$ cat src/rtl/ecc_apb_slave_if.sv
// ecc_apb_slave_if: APB bus bundle between a master and ecc_apb_slave.
// Signal names follow the AMBA APB pin names.
interface ecc_apb_slave_if #(
  parameter int AMBA_WORD       = 32,
  parameter int AMBA_ADDR_WIDTH = 20
);
  logic [AMBA_ADDR_WIDTH-1:0] PADDR;
  logic                       PSEL;
  logic                       PENABLE;
  logic                       PWRITE;
  logic [AMBA_WORD-1:0]       PWDATA;
  logic [AMBA_WORD-1:0]       PRDATA;
  logic                       PREADY;
  logic                       PSLVERR;

  modport master (
    output PADDR, PSEL, PENABLE, PWRITE, PWDATA,
    input  PRDATA, PREADY, PSLVERR
  );

  modport slave (
    input  PADDR, PSEL, PENABLE, PWRITE, PWDATA,
    output PRDATA, PREADY, PSLVERR
  );
endinterface

$ cat src/rtl/ecc_apb_slave.sv
// ecc_apb_slave: APB register bank and start strobe for the ECC controller.
// Define ECC_APB_PSLVERR_EN to flag unmapped, read-only and bad-mode accesses.
module ecc_apb_slave #(
  parameter int AMBA_WORD       = 32,
  parameter int AMBA_ADDR_WIDTH = 20,
  parameter int DATA_WIDTH      = 32
) (
  input  logic                  clk,
  input  logic                  reset,
  ecc_apb_slave_if.slave        apb,
  input  logic [DATA_WIDTH-1:0] data_out,
  input  logic [1:0]            num_of_errors,
  input  logic                  operation_done,
  output logic [AMBA_WORD-1:0]  CTRL,
  output logic [AMBA_WORD-1:0]  DATA_IN,
  output logic [AMBA_WORD-1:0]  CODEWORD_WIDTH,
  output logic [AMBA_WORD-1:0]  NOISE,
  output logic                  CTRL_ready
);

  typedef enum logic [1:0] {
    FULL_IDLE   = 2'b00,
    FULL_SETUP  = 2'b01,
    FULL_ACCESS = 2'b10
  } state_e;

  state_e               state_q, state_d;
  logic [AMBA_WORD-1:0] ctrl_q, ctrl_d;
  logic [AMBA_WORD-1:0] din_q, din_d;
  logic [AMBA_WORD-1:0] cw_q, cw_d;
  logic [AMBA_WORD-1:0] noise_q, noise_d;
  logic [AMBA_WORD-1:0] dout_q, dout_d;
  logic [AMBA_WORD-1:0] prdata_q, prdata_d;
  logic [1:0]           nerr_q, nerr_d;
  logic                 busy_q, busy_d;
  logic                 ctrl_ready_q, ctrl_ready_d;

  logic [2:0]           addr;
  logic                 setup_ph;
  logic                 access_ph;
  logic                 pready;
  logic                 pslverr;
  logic                 wr_fire;
  logic                 start;
  logic [AMBA_WORD-1:0] rdata;
  logic                 unused_paddr;

  assign addr      = apb.PADDR[4:2];
  assign setup_ph  = apb.PSEL & ~apb.PENABLE;
  assign access_ph = apb.PSEL & apb.PENABLE;
  assign wr_fire   = access_ph & apb.PWRITE & pready;
  assign start     = wr_fire & (addr == 3'd0)
                   & (apb.PWDATA[1:0] != 2'b11);

  assign unused_paddr = ^{apb.PADDR[AMBA_ADDR_WIDTH-1:5],
                          apb.PADDR[1:0]};

  always_ff @(posedge clk or negedge reset) begin
    if (!reset) begin
      state_q <= FULL_IDLE;
    end else begin
      state_q <= state_d;
    end
  end

  always_comb begin
    state_d = FULL_IDLE;
    case (state_q)
      FULL_IDLE: begin
        state_d = setup_ph ? FULL_SETUP : FULL_IDLE;
      end
      FULL_SETUP: begin
        state_d = FULL_ACCESS;
      end
      FULL_ACCESS: begin
        if (!pready) begin
          state_d = FULL_ACCESS;
        end else if (setup_ph) begin
          state_d = FULL_SETUP;
        end else begin
          state_d = FULL_IDLE;
        end
      end
      default: begin
        state_d = FULL_IDLE;
      end
    endcase
  end

  // Only writes wait on busy; reads always finish in the first access cycle.
  always_comb begin
    pready  = 1'b0;
    pslverr = 1'b0;
    if (state_q == FULL_ACCESS) begin
      pready = ~apb.PWRITE | ~busy_q;
`ifdef ECC_APB_PSLVERR_EN
      pslverr = pready
              & ((addr[2:1] == 2'b11)
              | (apb.PWRITE & (addr[2:1] == 2'b10))
              | (apb.PWRITE & (addr == 3'd0)
                 & (apb.PWDATA[1:0] == 2'b11)));
`endif
    end
  end

  always_comb begin
    ctrl_d  = ctrl_q;
    din_d   = din_q;
    cw_d    = cw_q;
    noise_d = noise_q;
    if (wr_fire) begin
      case (addr)
        3'd0:    ctrl_d  = apb.PWDATA;
        3'd1:    din_d   = apb.PWDATA;
        3'd2:    cw_d    = apb.PWDATA;
        3'd3:    noise_d = apb.PWDATA;
        default: ;
      endcase
    end
  end

  // A start in the same cycle as a stray done wins, leaving busy set.
  always_comb begin
    ctrl_ready_d = start;
    busy_d       = busy_q;
    if (operation_done) begin
      busy_d = 1'b0;
    end
    if (start) begin
      busy_d = 1'b1;
    end
    dout_d = dout_q;
    nerr_d = nerr_q;
    if (operation_done) begin
      dout_d = AMBA_WORD'(data_out);
      nerr_d = num_of_errors;
    end
  end

  always_comb begin
    rdata = '0;
    unique case (1'b1)
      addr == 3'd0: rdata = ctrl_q;
      addr == 3'd1: rdata = din_q;
      addr == 3'd2: rdata = cw_q;
      addr == 3'd3: rdata = noise_q;
      addr == 3'd4: rdata = dout_q;
      addr == 3'd5: rdata = AMBA_WORD'(nerr_q);
      default:      rdata = '0;
    endcase
  end

  assign prdata_d = (state_q == FULL_SETUP) ? rdata : prdata_q;

  always_ff @(posedge clk or negedge reset) begin
    if (!reset) begin
      ctrl_q       <= '0;
      din_q        <= '0;
      cw_q         <= '0;
      noise_q      <= '0;
      dout_q       <= '0;
      nerr_q       <= '0;
      prdata_q     <= '0;
      busy_q       <= 1'b0;
      ctrl_ready_q <= 1'b0;
    end else begin
      ctrl_q       <= ctrl_d;
      din_q        <= din_d;
      cw_q         <= cw_d;
      noise_q      <= noise_d;
      dout_q       <= dout_d;
      nerr_q       <= nerr_d;
      prdata_q     <= prdata_d;
      busy_q       <= busy_d;
      ctrl_ready_q <= ctrl_ready_d;
    end
  end

  assign apb.PRDATA  = prdata_q;
  assign apb.PREADY  = pready;
  assign apb.PSLVERR = pslverr;

  assign CTRL           = ctrl_q;
  assign DATA_IN        = din_q;
  assign CODEWORD_WIDTH = cw_q;
  assign NOISE          = noise_q;
  assign CTRL_ready     = ctrl_ready_q;

endmodule

$ cat src/flat_wrapper.sv
// flat-port wrapper written by rule: the top's interface ports become plain ports
module ecc_apb_slave_flat 
#(
  parameter int AMBA_WORD       = 32,
  parameter int AMBA_ADDR_WIDTH = 20,
  parameter int DATA_WIDTH      = 32
)
  (clk, reset, data_out, num_of_errors, operation_done, CTRL, DATA_IN, CODEWORD_WIDTH, NOISE, CTRL_ready, apb_PADDR, apb_PSEL, apb_PENABLE, apb_PWRITE, apb_PWDATA, apb_PRDATA, apb_PREADY, apb_PSLVERR);
  ecc_apb_slave_if #(.AMBA_WORD(AMBA_WORD), .AMBA_ADDR_WIDTH(AMBA_ADDR_WIDTH)) apb_i ();
  input  logic clk;
  input  logic reset;
  input  logic [DATA_WIDTH-1:0] data_out;
  input  logic [1:0] num_of_errors;
  input  logic operation_done;
  output logic [AMBA_WORD-1:0] CTRL;
  output logic [AMBA_WORD-1:0] DATA_IN;
  output logic [AMBA_WORD-1:0] CODEWORD_WIDTH;
  output logic [AMBA_WORD-1:0] NOISE;
  output logic CTRL_ready;
  input wire logic [$bits(apb_i.PADDR)-1:0] apb_PADDR;
  input wire logic [$bits(apb_i.PSEL)-1:0] apb_PSEL;
  input wire logic [$bits(apb_i.PENABLE)-1:0] apb_PENABLE;
  input wire logic [$bits(apb_i.PWRITE)-1:0] apb_PWRITE;
  input wire logic [$bits(apb_i.PWDATA)-1:0] apb_PWDATA;
  output wire logic [$bits(apb_i.PRDATA)-1:0] apb_PRDATA;
  output wire logic [$bits(apb_i.PREADY)-1:0] apb_PREADY;
  output wire logic [$bits(apb_i.PSLVERR)-1:0] apb_PSLVERR;
  assign apb_i.PADDR = apb_PADDR;
  assign apb_i.PSEL = apb_PSEL;
  assign apb_i.PENABLE = apb_PENABLE;
  assign apb_i.PWRITE = apb_PWRITE;
  assign apb_i.PWDATA = apb_PWDATA;
  assign apb_PRDATA = apb_i.PRDATA;
  assign apb_PREADY = apb_i.PREADY;
  assign apb_PSLVERR = apb_i.PSLVERR;
  ecc_apb_slave #(.AMBA_WORD(AMBA_WORD), .AMBA_ADDR_WIDTH(AMBA_ADDR_WIDTH), .DATA_WIDTH(DATA_WIDTH)) u_core (.clk(clk), .reset(reset), .apb(apb_i), .data_out(data_out), .num_of_errors(num_of_errors), .operation_done(operation_done), .CTRL(CTRL), .DATA_IN(DATA_IN), .CODEWORD_WIDTH(CODEWORD_WIDTH), .NOISE(NOISE), .CTRL_ready(CTRL_ready));
endmodule
$ cat config.mk
export PLATFORM = sky130hd
export DESIGN_NAME = ecc_apb_slave_flat
export DESIGN_NICKNAME = d
export VERILOG_FILES = /design/src/rtl/ecc_apb_slave_if.sv /design/src/rtl/ecc_apb_slave.sv /design/src/flat_wrapper.sv
export SDC_FILE = /design/constraint.sdc
export NUM_CORES = 1
export LEC_CHECK = 0
export BUFFER_PORTS_ARGS = -buffer_cell sky130_fd_sc_hd__buf_2
export CORE_MARGIN = 8
export CORE_UTILIZATION = 51
export CTS_CLUSTER_DIAMETER = 100
export DETAILED_ROUTE_END_ITERATION = 7
export HOLD_SLACK_MARGIN = 0.05
export PLACE_DENSITY_LB_ADDON = 0.12
export SYNTH_ARGS = -nofsm -noshare
export SYNTH_HDL_FRONTEND = slang
export SYNTH_SLANG_ARGS = --single-unit
export TNS_END_PERCENT = 5
$ cat constraint.sdc
create_clock -name clk -period 2.4 [get_ports clk]
set_input_delay 0.12 -clock clk [delete_from_list [all_inputs] [get_ports clk]]
set_output_delay 0.12 -clock clk [all_outputs]
set_load 0.02 [all_outputs]
==> results of run 1 <==
[kinds of logic after synthesis]
group                  after synthesis  synth area share [%]
AND/OR/NAND/NOR                    121                 6.623
AO/OA/AOI/OAI                      155                 10.39
multiplexers                       197                 24.33
buffers and inverters               58                 3.402
other                                1               0.04179
flip-flops                         198                 55.21
[sequential cells by signal, indices dropped and copies added, names as in the netlist, 2 cells and up]
register               cells
u_core.DATA_IN            32
u_core.nerr_q              2
u_core.state_q             2
u_core.CODEWORD_WIDTH     32
u_core.CTRL               32
u_core.NOISE              32
u_core.dout_q             32
u_core.apb.PRDATA         32
[synthesized netlist by cell type (all sizes together)]
| master | count | share of area [%] |
|---|---|---|
| a211oi | 1 | 0.084 |
| a21o | 22 | 1.8 |
| a21oi | 47 | 2.6 |
| a22oi | 14 | 1.2 |
| a311oi | 1 | 0.098 |
| and3b | 1 | 0.098 |
| and4bb | 2 | 0.28 |
| buf | 30 | 2.2 |
| clkbuf | 26 | 1.1 |
| conb | 1 | 0.042 |
| dfrtp | 198 | 55 |
| inv | 2 | 0.084 |
| mux2 | 169 | 21 |
| mux2i | 28 | 3.1 |
| nand2 | 38 | 1.6 |
| nand2b | 25 | 1.7 |
| nand3 | 1 | 0.056 |
| nand3b | 2 | 0.17 |
| nand4 | 1 | 0.070 |
| nor2 | 45 | 1.9 |
| nor2b | 2 | 0.14 |
| nor3 | 1 | 0.18 |
| nor3b | 1 | 0.21 |
| nor4b | 1 | 0.098 |
| o211ai | 1 | 0.084 |
| o21ai | 39 | 2.2 |
| o22a | 7 | 0.68 |
| o22ai | 22 | 1.5 |
| o2bb2ai | 1 | 0.098 |
| or4 | 1 | 0.084 |
[cell type report]
cell class                 count  share of cell area [%]
clock inverter                13                   1.253
antenna                        1                 0.02142
sequential                   198                   42.40
clock buffer                  19                   3.876
timing repair buffer         327                   18.11
inverter                       2                 0.06425
multi-input combinational    474                   31.87
tap                          225                   2.409
[metrics by stage]
| step | setup slack [ns] | std cells | area, µm² | utilization [%] | power [mW] |
|---|---|---|---|---|---|
| floorplan | 0.6629 | 730 | 8974 | - | 4.525 |
| global placement | 0.5878 | 1156 | 10380 | 60.24 | 5.024 |
| detailed placement | 0.5338 | 1156 | 10380 | 60.24 | 5.081 |
| CTS | 0.5275 | 1258 | 11680 | 67.78 | 8.068 |
| global route | 0.4607 | 1259 | 11690 | 67.79 | 8.350 |
| finish | 0.5373 | 1259 | 11690 | 67.79 | 8.022 |
[metal layers]
metal	global-route usage, %	share of wire, %	wire length [µm]	up-vias
li1	-	-	-	3192
met1	28.11	40	10480	3605
met2	41.45	50	13220	271
met3	7.657	8.3	2197	33
met4	8.159	1.6	431	0
met5	0	0	0	-
[worst min-delay path, cell delays in order]
cell and delay (ns):
buf_2 0.12, nand2b_1 0.08, or4_1 0.11, nor4b_1 0.04
[worst paths after layout]
path	slack, ns	cells after the start	to
setup / recovery	0.54	5	u_core.CODEWORD_WIDTH[23]
hold / removal	0.08	4	u_core.CTRL_ready
setup reg to reg	0.54	5	u_core.CODEWORD_WIDTH[23]
hold reg to reg	0.48	2	u_core.apb.PRDATA[29]
max in group asynchronous	1.37	3	u_core.CODEWORD_WIDTH[6]
min in group asynchronous	0.28	2	u_core.apb.PRDATA[30]
[power by group]
group	internal (mW)	leakage [nW]	switching, mW
sequential	3.59	2.64	0.191
clock	1.61	0.284	1.31
combinational	0.554	3.17	0.766
total	5.75	6.10	2.27
==> results.toml, run 1 <==
[outcome]
status = "finished clean"

[finish]
area_growth_pct = 30.22
fin_nets = 1112
final_common_cell = "buf_2"
regArea_mm2 = 0.004955
drive_gt1_share_pct = 44.82
fill_cells = 1292
layout_common_cells = "233 x buf_2, 198 x dfrtp_1, 168 x mux2_2"
multiInputGateArea_mm2 = 0.003724

[sta]
hold_violations = 0
fmax_mhz = 536.9
final.setup.tns_ns = 0
max-slew-margin-rel_pct = 53.84
finalCritPeriodShare_pct = 77.61
whs_ns = 0.08036
finalSetupViolCount = 0
tightest_slew_ns = 0.6899
post-route-min-period_ns = 1.863
clock_skew_ns = 0.006121
maxSlewViolCount = 0
rsz0062_at_grt = "no"

[floorplan]
core.rowCount = 48
core_mm2 = 0.01724
dieArea_mm2 = 0.02210
die_y_um = 148.6
pin_count = 255
die_x_um = 148.6
initial_core_util_pct = 52.06

[cts]
cts_sinks = 198
ctsResizeCount = 0
root_buffer = "clkbuf_16"
htreeDepth = 4
post_cts_buffers = 0
clk_pin_slew_ns = 0.07
cts_hold_buf = 70
clockBufferDepth = 2
insertion_delay_ns = 0.43
tritoncts = "yes"
numCtsBuffers = 17

[worst_setup_path]
cp_slowest_cell = "dfrtp_1"
worst_setup_path_end_kind = "flop"
crit_chain = "and4bb_1, nand2_2, nor3_4, buf_4, mux2_2"
worstReg2RegStart = "u_core.busy_q"
crit_start = "u_core.busy_q"
critPathMaxFanout = 18
crit_arrival_ns = 2.18
path_delay_family = "simple AND/OR/NAND/NOR gates"
required_ns = 2.72
crit_buf_inv = 1
cp-start-kind = "flop"
slowest_delay_ns = 0.42
criticalPathCategory = "reg2reg"

[global_routing]
track_usage_pct = 24.19
antenna_found_initial = 1
grt_pass1_wl_um = 41770
grt-ovfl-total = 0
first_global_vias = 7801
grt_max_degree = 86

[synthesis]
synth_warnings = 0
syn_area_mm2 = 0.008974
synthesis.nets = 822
syn_area_per_cell_um2 = 12.29
yosys_register_bits = 198
syn_inst = 730
synth_cell_types = 37
synth_seq_area_share_pct = 55.21

[place]
io_buffer_count = 236
dpl.hpwl_um = 17530
routabilityCongestion = 0.7885

[detailed_routing]
viasPerCell = 5.640
drt_wl_total_um = 26330
drtAntennaViolNets = 0
drt_pre_antenna_iters = 5
vias = 7101
wl_per_cell_um = 20.91
drtIter0Drc = 332
drcViolationCount = 0

[power]
p_leak_nw = 6.096
ir_drop_mv = 0.5679
p_per_area_mw_per_mm2 = 686.6

[worst_hold_path]
min_path_type = "in2reg"
hp-start = "apb_PSEL"

[run]
maxCapViolCount = 0
Note: power is estimated with default switching activity, not from simulation.
==> run 2, diff against run 1 <==
--- a/config.mk
+++ b/config.mk
@@ -5,6 +5,7 @@
 export SDC_FILE = /design/constraint.sdc
 export NUM_CORES = 1
 export LEC_CHECK = 0
+export ABC_AREA = 1
 export BUFFER_PORTS_ARGS = -buffer_cell sky130_fd_sc_hd__buf_2
 export CORE_MARGIN = 8
 export CORE_UTILIZATION = 51
==> constraint.sdc (replaced) <==
create_clock -name clk -period 1.95 [get_ports clk]
set_input_delay 0.0975 -clock clk [delete_from_list [all_inputs] [get_ports clk]]
set_output_delay 0.0975 -clock clk [all_outputs]
set_load 0.02 [all_outputs]
==> results.toml, run 2 <==
[synthesis]
synth_cell_types = 27
synth_top_family_by_area = "simple AND/OR/NAND/NOR gates"
async_flop_share_pct = 100.0
synth_mux_area_share_pct = 4.042
synth_simple_gate_area_share_pct = 24.38
yosys.area_share.xor_xnor_pct = 0
synth_seq_area_share_pct = 52.30
synthAdderAreaFrac_pct = 0
syn_area_mm2 = 0.009473
synth_ff_type = "dfrtp_1"
syn_inst = 1040
yosys_register_bits = 198
synthesis.nets = 1132
yosys.area.top_type = "dfrtp_1"
yosysMostFrequentCell = "nand2_1"
yosysTopAreaCellShare_pct = 52.30
synth_warnings = 0
synth_edf_count = 0
syn_area_per_cell_um2 = 9.108
synth-compound-area-share_pct = 10.34
synthTopCellsByArea = "dfrtp_1 52%, nand2_1 11%, o21ai_2 5.9%"
synth_commonest_cells = "277 x nand2_1, 198 x dfrtp_1, 94 x nand3_1"

[power]
ir_drop_mv = 0.6305
p_leak_nw = 6.530
p_per_area_mw_per_mm2 = 825.0

[cts]
numCtsBuffers = 17
htreeDepth = 4
tritoncts = "yes"
cts_sinks = 198
clockBufferDepth = 2
insertion_delay_ns = 0.43
clk_pin_slew_ns = 0.07
root_buffer = "clkbuf_16"

[sta]
finalSetupViolCount = 0
clock_skew_ns = 0.01169
final.setup.tns_ns = 0
maxSlewViolCount = 0
hold_violations = 0
post-route-min-period_ns = 1.628
max-slew-margin-rel_pct = 55.32
tightest_slew_ns = 0.6701
finalCritPeriodShare_pct = 83.51
rsz0062_at_grt = "no"
fmax_mhz = 614.1

[global_routing]
grt_max_degree = 60
grt_pass1_wl_um = 47160
first_global_vias = 8091
grt-ovfl-total = 0
track_usage_pct = 25.89
antenna_found_initial = 2

[worst_setup_path]
crit_chain = "inv_1, nand3_4, nor2_8, nand2_4, buf_4, nand2_1, o21ai_0"
criticalPathCategory = "reg2reg"
crit_start = "u_core.state_q[0]"
worst_setup_path_end_kind = "flop"
worstReg2RegStart = "u_core.state_q[0]"
crit_arrival_ns = 1.93
path_delay_family = "simple AND/OR/NAND/NOR gates"
cp_slowest_cell = "dfrtp_1"
critPathMaxFanout = 28
required_ns = 2.25
slowest_delay_ns = 0.38
cp-start-kind = "flop"
crit_buf_inv = 2

[detailed_routing]
drcViolationCount = 0
viasPerCell = 5.343
drtIter0Drc = 688
drt_wl_total_um = 29830
drtAntennaViolNets = 0
vias = 8378
wl_per_cell_um = 19.02
drt_pre_antenna_iters = 5

[place]
routabilityCongestion = 0.8295
placed_area_mm2 = 0.01072
dpl.hpwl_um = 19830
io_buffer_count = 236

[floorplan]
initial_core_util_pct = 51.33
dieArea_mm2 = 0.02319
die_y_um = 152.3
core_mm2 = 0.01846
pin_count = 255
die_x_um = 152.3
core.rowCount = 50

[finish]
fin_nets = 1412
area_growth_pct = 27.16
final_common_cell = "nand2_1"
fin_area_mm2 = 0.01205
fill_cells = 1587
multiInputGateArea_mm2 = 0.003686
regArea_mm2 = 0.004955
layout_common_cells = "277 x nand2_1, 235 x buf_2, 198 x dfrtp_1"
drive_gt1_share_pct = 31.96

[outcome]
status = "finished clean"

[run]
maxCapViolCount = 0

[worst_hold_path]
min_path_type = "in2async"
-- run 2: worst register-to-register path: stages (launching register included) --
cell     delay (ns)
dfrtp_1        0.38
inv_1          0.17
nand3_4        0.13
nor2_8         0.21
nand2_4        0.16
buf_4          0.27
nand2_1        0.09
o21ai_0        0.09
-- run 2: kinds of logic after synthesis --
family | Yosys count
other | 1
AO/OA/AOI/OAI | 143
buffers and inverters | 159
AND/OR/NAND/NOR | 505
flip-flops | 198
multiplexers | 34
-- run 2: layout make-up --
cell class              count  area share, %
flip-flops and latches    198          41.13
multi-input cells         683          30.60
repair buffers            334          17.84
clock buffers              20          3.708
inverters                  86          2.722
well taps                 234          2.431
clock inverters            12          1.548
diodes                      1        0.02077
-- run 2: final timing paths --
path / slack [ns] / depth (start not counted) / end
min in group clk: 0.23 / 6 / u_core.apb.PRDATA[14]
worst min register to register: 0.48 / 2 / u_core.apb.PRDATA[21]
max in group asynchronous: 1.06 / 3 / u_core.CODEWORD_WIDTH[22]
worst min-delay path: 0.20 / 2 / u_core.dout_q[9]
worst max register to register: 0.32 / 7 / u_core.DATA_IN[23]
worst max-delay path: 0.32 / 7 / u_core.DATA_IN[23]
-- run 2: metrics by stage --
step                utilization (%)  worst slack (ns)  instances  power (mW)  hold WS, ns
floorplan                         -            0.6142       1040       5.477      -0.1981
global placement              58.08            0.3719       1466       6.085       0.1123
detailed placement            58.08            0.3544       1466       6.109       0.1050
CTS                           65.25            0.2966       1567       10.01       0.2057
global route                  65.27            0.2225       1568       10.30       0.2469
finish                        65.27            0.3216       1568       9.937       0.1993
-- run 2: repair_timing --
action / 4_1_cts / 5_1_grt
endpoints found under the hold margin: 206 / 0
gates resized for setup: 0 / 0
hold buffers: 69 / 0
setup buffers: 0 / 0
-- run 2: report_power, final --
group	switching [mW]	leakage [nW]	internal [mW]
Clock	1.59	0.299	2.21
Sequential	0.212	2.65	4.39
Combinational	0.972	3.58	0.562
Total	2.78	6.53	7.16
-- run 2: layer usage --
layer  GRT usage [%]  part of all wire, %
met1           35.87                   45
met2           39.15                   45
met3           5.842                  7.5
met4           9.424                  2.4
met5               0                0.044
==> run 3, diff against run 2 <==
--- a/config.mk
+++ b/config.mk
@@ -8,7 +8,7 @@
 export ABC_AREA = 1
 export BUFFER_PORTS_ARGS = -buffer_cell sky130_fd_sc_hd__buf_2
 export CORE_MARGIN = 8
-export CORE_UTILIZATION = 51
+export CORE_UTILIZATION = 48
 export CTS_CLUSTER_DIAMETER = 100
 export DETAILED_ROUTE_END_ITERATION = 7
 export HOLD_SLACK_MARGIN = 0.05
==> constraint.sdc (replaced) <==
create_clock -name clk -period 1.3 [get_ports clk]
set_input_delay 0.065 -clock clk [delete_from_list [all_inputs] [get_ports clk]]
set_output_delay 0.065 -clock clk [all_outputs]
set_load 0.02 [all_outputs]
==> results.toml, run 3 (same netlist as run 2, synthesis figures left out) <==
[power]
p_per_area_mw_per_mm2 = 1136
p_leak_nw = 6.799
ir_drop_mv = 0.8129

[detailed_routing]
drcViolationCount = 0
drtAntennaViolNets = 0
drtIter0Drc = 609
wl_per_cell_um = 19.14
drt_pre_antenna_iters = 6
drt_wl_total_um = 31200
viasPerCell = 5.237
vias = 8537

[sta]
hold_violations = 0
clock_skew_ns = 0.009338
post-route-min-period_ns = 1.424
finalSetupViolCount = 127
fmax_mhz = 702.5
whs_ns = 0.1006
maxSlewViolCount = 0
finalCritPeriodShare_pct = 109.5
rsz0062_at_grt = "yes"
setup_slack_ns = -0.1235

[place]
place_inst = 1523
io_buffer_count = 236
dpl.hpwl_um = 21570
routabilityCongestion = 0.8862

[worst_setup_path]
crit_chain = "inv_2, nand3_4, nor2_8, nand3_4, clkbuf_16, o21ai_1"
criticalPathCategory = "reg2reg"
crit_arrival_ns = 1.78
worst_setup_path_end_kind = "flop"
path_delay_family = "simple AND/OR/NAND/NOR gates"
cp-start-kind = "flop"
required_ns = 1.66
crit_start = "u_core.state_q[0]"
worstReg2RegStart = "u_core.state_q[0]"
critPathMaxFanout = 21
crit_buf_inv = 2
slowest_delay_ns = 0.40
cp_slowest_cell = "dfrtp_1"
cpMostUsedCell = "nand3_4"

[cts]
htreeDepth = 4
clk_pin_slew_ns = 0.07
cts_sinks = 198
clockBufferDepth = 2
insertion_delay_ns = 0.43
numCtsBuffers = 17
tritoncts = "yes"
root_buffer = "clkbuf_16"

[global_routing]
grt-ovfl-total = 0
grt_pass1_wl_um = 47960
grt_max_degree = 43
antenna_found_initial = 1
first_global_vias = 8403
track_usage_pct = 25.39

[finish]
layout_common_cells = "238 x nand2_1, 234 x buf_2, 198 x dfrtp_1"
stdcell_count = 1630
area_growth_pct = 34.17
n_antenna_cell = 0
final_common_cell = "nand2_1"
drive_gt1_share_pct = 37.07
fin_nets = 1446
fill_cells = 1678

[floorplan]
pin_count = 255
die_y_um = 156.5
initial_core_util_pct = 48.83
dieArea_mm2 = 0.02449
die_x_um = 156.5
core.rowCount = 51
core_mm2 = 0.01940

[outcome]
status = "finished with violations"
violations = "setup timing"

[worst_hold_path]
min_path_type = "in2async"

[run]
maxCapViolCount = 0
[run 3: cell count changes in the layout (fill, tap and decap cells not counted), sizes merged]
cell | previous run | this run
clkbuf | 21 | 23
buf | 264 | 294
dlygate4sd3 | 69 | 70
bufinv | 4 | 1
clkinv | 0 | 5
diode | 1 | 0
inv | 91 | 88
[run 3: report_power, final]
part / total (mW) / internal, mW / switching (mW) / leakage [nW]
clock network: 5.05 / 2.68 / 2.37 / 0.261
registers: 6.95 / 6.59 / 0.363 / 2.65
logic: 2.44 / 0.953 / 1.49 / 3.89
total: 14.4 / 10.2 / 4.22 / 6.80
[run 3: repair_timing]
action	CTS	global route
pin swaps	2	1
resized for setup	43	34
endpoints found under the hold margin	363	5
buffers inserted	1	2
setup endpoints to repair	130	134
cloned	0	3
hold buffers	69	2
[run 3: routing by layer]
layer / vias to the layer above / share of wire, % / track usage (%)
met5: - / 0.026 / 0
li1: 4053 / - / -
met4: 2 / 2.3 / 7.918
met3: 52 / 8.2 / 5.902
met1: 4059 / 43 / 34.18
met2: 371 / 46 / 39.98
[run 3: path summary, 6_finish.rpt]
check,cells after the start,end,slack [ns]
min in group clk,3,u_core.busy_q,0.15
min reg2reg,2,u_core.apb.PRDATA[4],0.48
max reg2reg,6,u_core.CODEWORD_WIDTH[15],-0.12
max in group asynchronous,3,u_core.apb.PRDATA[20],0.64
max,6,u_core.CODEWORD_WIDTH[15],-0.12
min,2,u_core.CTRL[5],0.10
[run 3: cell type report]
class,instances,area [µm²],area share [%]
flip-flops and latches,198,4955,38.98
well taps,265,331.6,2.609
clock buffers,19,442.9,3.485
inverters,86,327.8,2.579
repair buffers,368,2714,21.35
clock inverters,11,102.6,0.8072
multi-input cells,683,3836,30.18
[run 3: metrics by stage]
stage	util, %	worst slack, ns	TNS, ns	area [µm²]	total power [mW]
6_report	65.52	-0.1235	-10.31	12710	14.44
5_1_grt	65.52	-0.1826	-17.75	12710	14.99
4_1_cts	64.46	-0.09531	-7.191	12500	14.48
3_5_place_dp	57.70	-0.1395	-10.94	11190	9.294
3_3_place_gp	57.70	-0.07008	-4.184	11190	9.259
2_1_floorplan	-	-0.02360	-0.3863	9475	8.216
